File: src/rtl/instruction_memory_responder.sv
// Program-store responder for the instruction fetch path: serves fetches with
// programmable wait states, and accepts loader writes that take priority when idle.
module instruction_memory_responder #(
    parameter int WORD_SIZE   = 16,
    parameter int ADDR_SIZE   = 8,
    parameter int WAIT_STATES = 1
) (
    input  logic                 clk,
    input  logic                 rst,
    input  logic                 fetch_req,
    input  logic [ADDR_SIZE-1:0] program_counter,
    output logic                 fetch_ready,
    output logic [WORD_SIZE-1:0] memory_data_register,
    output logic                 fetch_valid,
    input  logic                 wr_en,
    input  logic [ADDR_SIZE-1:0] wr_addr,
    input  logic [WORD_SIZE-1:0] wr_data,
    output logic                 wr_ack,
    output logic                 busy
);

    localparam int DEPTH = 2 ** ADDR_SIZE;

    localparam logic [1:0] S_IDLE = 2'd0;
    localparam logic [1:0] S_WAIT = 2'd1;
    localparam logic [1:0] S_RESP = 2'd2;

    localparam logic [2:0] LAST_WAIT = (WAIT_STATES == 0) ? 3'd0 : 3'(WAIT_STATES - 1);

    logic [WORD_SIZE-1:0] mem [DEPTH];

    logic [1:0]           state_reg, state_next;
    logic [2:0]           cnt_reg, cnt_next;
    logic [ADDR_SIZE-1:0] addr_reg;
    logic [WORD_SIZE-1:0] rd_data_reg;
    logic [WORD_SIZE-1:0] mdr_reg;
    logic                 rd_pending_reg;
    logic                 fetch_valid_reg;
    logic                 wr_ack_reg;

    logic do_write;
    logic do_accept;

    // A write present in S_IDLE always wins; the fetch simply stays pending.
    assign do_write  = (state_reg == S_IDLE) && wr_en;
    assign do_accept = (state_reg == S_IDLE) && !wr_en && fetch_req;

    always_comb begin
        state_next = state_reg;
        cnt_next   = cnt_reg;
        case (state_reg)
            S_IDLE: begin
                if (do_accept) begin
                    cnt_next   = 3'd0;
                    state_next = (WAIT_STATES == 0) ? S_RESP : S_WAIT;
                end
            end
            S_WAIT: begin
                cnt_next = cnt_reg + 3'd1;
                if (cnt_reg == LAST_WAIT) begin
                    state_next = S_RESP;
                end
            end
            S_RESP: begin
                state_next = S_IDLE;
            end
            default: begin
                state_next = S_IDLE;
            end
        endcase
    end

    // Storage has no reset so it maps onto block RAM with a registered read port.
    always_ff @(posedge clk) begin
        if (!rst && do_write) begin
            mem[wr_addr] <= wr_data;
        end
        if (state_reg == S_RESP) begin
            rd_data_reg <= mem[addr_reg];
        end
    end

    always_ff @(posedge clk) begin
        if (rst) begin
            state_reg       <= S_IDLE;
            cnt_reg         <= 3'd0;
            addr_reg        <= '0;
            rd_pending_reg  <= 1'b0;
            mdr_reg         <= '0;
            fetch_valid_reg <= 1'b0;
            wr_ack_reg      <= 1'b0;
        end else begin
            state_reg       <= state_next;
            cnt_reg         <= cnt_next;
            rd_pending_reg  <= (state_reg == S_RESP);
            fetch_valid_reg <= rd_pending_reg;
            wr_ack_reg      <= do_write;
            if (do_accept) begin
                addr_reg <= program_counter;
            end
            // RAM output lands one cycle after S_RESP, then is published with fetch_valid.
            if (rd_pending_reg) begin
                mdr_reg <= rd_data_reg;
            end
        end
    end

    assign fetch_ready          = (state_reg == S_IDLE) && !wr_en;
    assign memory_data_register = mdr_reg;
    assign fetch_valid          = fetch_valid_reg;
    assign wr_ack               = wr_ack_reg;
    assign busy                 = (state_reg != S_IDLE);

endmodule
File: config.mk
export PLATFORM = sky130hd
export DESIGN_NAME = instruction_memory_responder
export DESIGN_NICKNAME = d
export VERILOG_FILES = /design/src/rtl/instruction_memory_responder.sv
export SDC_FILE = /design/constraint.sdc
export NUM_CORES = 2
export LEC_CHECK = 0
export ABC_AREA = 0
export CORE_ASPECT_RATIO = 1.4
export CORE_UTILIZATION = 40
export DETAILED_ROUTE_END_ITERATION = 10
export HOLD_SLACK_MARGIN = 0.06
export SYNTH_ARGS = -nofsm -noshare
export SYNTH_HDL_FRONTEND = slang
export SYNTH_SLANG_ARGS = --single-unit
export TNS_END_PERCENT = 10
File: constraint.sdc
create_clock -name clk -period 4 [get_ports clk]
set_input_delay 0.6 -clock clk [delete_from_list [all_inputs] [get_ports clk]]
set_output_delay 0.6 -clock clk [all_outputs]
set_load 0.01 [all_outputs]
==> flow_summary.json <==
{
  "largest_reg_flops": 4096,
  "rsz0062_at_grt": "yes",
  "grt_max_degree": 124,
  "routedWlPerCell_um": 33.0,
  "antenna_left": 0,
  "cts_sinks": 4144,
  "status": "complete, but fails checks",
  "hold_violations": 0,
  "violations": "setup timing",
  "area_delta_synth_final_pct": 14.9,
  "worst_slew_margin_rel_pct": 6.60,
  "crit_path_start_kind": "register",
  "clock_path_buffers": 4,
  "antenna_found_initial": 17,
  "drtIter0Drc": 8945,
  "power_density_nw_per_um2": 480,
  "reg2reg_slack_ps": -40,
  "min_path_type": "in -> reg",
  "worstPathRequired_ps": 4760,
  "max_cap_viol_count": 0,
  "synth_edf_count": 4112,
  "htreeDepth": 5,
  "dp.cells": 13000,
  "fmaxAchievable_mhz": 247,
  "path_clk_slew_ps": 70,
  "synthTopCellsByArea": "edfxtp_1 (77%), mux4_2 (12%), mux2i_1 (2.4%)",
  "wl_mm": 452,
  "firstDrtPassIters": 8,
  "start_util_pct": 40.2,
  "synth_area_um2": 160000,
  "final_common_cell": "edfxtp_1",
  "fp-row-count": 274,
  "die_area_um2": 402000,
  "critical_path.top_delay_family": "buffers and inverters",
  "path_buf_inv": 4,
  "regArea_um2": 124000,
  "final_layout_size_suffix_gt1_share_pct": 26.8,
  "ys_seq_area_share_pct": 77.7,
  "min_period_ps": 4040,
  "place.gp.congestion": 0.889,
  "finalSetupViolations": 2,
  "synth_cell_types": 55,
  "synth_area_per_cell_um2": 21.5,
  "die_h_um": 750,
  "drc": 0,
  "cts_made_buffers": 376,
  "final_cells": 13700,
  "skew_ps": 66.5,
  "setup_ws_ps": -41.0,
  "path_cells": "buf_12 -> buf_12 -> buf_4 -> mux4_2 -> a211oi_1 -> o21ai_1 -> nand4_1 -> buf_4 -> nor4_1",
  "cp.arrival_ps": 4800,
  "pin_count": 56,
  "coreArea_um2": 397000,
  "io_buffer_count": 55,
  "grt_pass1_wl_mm": 634,
  "peakVddDrop_v": 0.000400,
  "clk_latency_ps": 940,
  "cts_root_buf": "clkbuf_16",
  "yosysTopAreaCell": "edfxtp_1",
  "track_usage_pct": 22.4,
  "setup_tns_ps": -60.1,
  "ys.flop_type": "edfxtp_1",
  "yosys_warnings": 0,
  "crit_path_max_fanout": 28,
  "grt_pass1_vias": 82200,
  "grt.overflow.total": 0,
  "p_leak_nw": 55.8,
  "post_dp_cell_area_um2": 171000,
  "final_cell_mix": "edfxtp_1 (4112), mux4_2 (857), buf_4 (622)",
  "holdWs_ps": 121,
  "path_class": "reg -> reg",
  "layout.nets": 8187,
  "dieWidth_um": 536,
  "num_vias": 80300,
  "syn_nets": 7470,
  "postCtsSetupBuffers": 0,
  "multi_input_area_um2": 32900,
  "slowest_delay_ps": 830,
  "yosysTopAreaCellShare_pct": 77.3,
  "finalCritPeriodShare_pct": 101,
  "final_area_um2": 183000,
  "worst_pin_slew_ps": 1400,
  "ys_seq_elements": 4144,
  "viasPerCell": 5.86,
  "n_fill_cell": 32600,
  "async_flop_share_pct": 0,
  "drv_slew": 0,
  "hpwl_mm": 282,
  "endpoint_kind": "register",
  "critPathSlowestCell": "o21ai_1",
  "postSynthCellCount": 7432,
  "cts_tree": "yes"
}
==> per-stage QoR <==
stage	worst slack (ps)	power [mW]	util [%]
2_1_floorplan	1120	50.7	-
3_3_place_gp	-496	52.8	43.1
3_5_place_dp	-523	52.8	43.1
4_1_cts	-102	88.6	46.2
5_1_grt	-58.1	90.2	46.2
6_report	-41.0	88.2	46.2
==> cells in the mapped netlist, types with 12 or more instances <==
library cell / number
edfxtp_1: 4112
buf_1: 53
mux2i_1: 384
a22o_1: 26
nor2_1: 331
clkbuf_1: 203
o21ai_1: 13
or3_1: 12
nand2_1: 121
buf_12: 19
mux2_2: 36
buf_2: 73
a22oi_1: 122
mux4_2: 857
o21ai_0: 85
nor3_1: 57
buf_6: 57
o22ai_1: 115
nor4_1: 37
nand4_1: 41
nor2b_1: 14
a21oi_1: 155
o221ai_1: 135
a221oi_1: 80
buf_8: 13
buf_4: 38
dfxtp_1: 32
a211oi_1: 70
nand3_1: 55
==> power by group <==
part           switching (mW)  internal, mW
sequential             0.0404          47.7
combinational            2.68          1.44
clock                    16.1          20.2
total                    18.8          69.3
==> cell families after synthesis <==
family          share of synthesized area, %
mux                                     14.8
fa+ha+maj                             0.0157
flops                                   77.7
compound gates                          3.71
simple gates                            1.99
buf+inv                                 1.79
==> what timing repair did <==
item,in CTS,in global routing
pin swaps,0,1
gates resized for setup,23,11
endpoints found under the hold margin,14,0
endpoints found under the setup margin,13,8
hold buffers,2,0
==> final timing paths <==
| kind | endpoint | cells past startpoint | start |
|---|---|---|---|
| max | rd_data_reg[5] | 9 | addr_reg[1] |
| min | mem[152][6] | 1 | wr_data[6] |
| max reg2reg | rd_data_reg[5] | 9 | addr_reg[1] |
| min reg2reg | cnt_reg[0] | 2 | cnt_reg[0] |
==> layout make-up <==
type / instances / area share [%]
timing repair buffer: 795 / 4.16
inverter: 6 / 0.0164
antenna: 12 / 0.0164
clock buffer: 448 / 5.36
clock inverter: 234 / 1.27
sequential: 4144 / 67.7
tap: 5244 / 3.58
multi-input combinational: 2826 / 18.0
==> per-layer routing <==
| layer | wire length, µm | vias up | track usage, % |
|---|---|---|---|
| met3 | 29700 | 799 | 3.11 |
| li1 | - | 32900 | - |
| met4 | 27500 | 6 | 11.9 |
| met2 | 231000 | 3369 | 38.7 |
| met5 | 32 | - | 0 |
| met1 | 164000 | 43200 | 27.2 |
(Power assumes the default switching activity.)
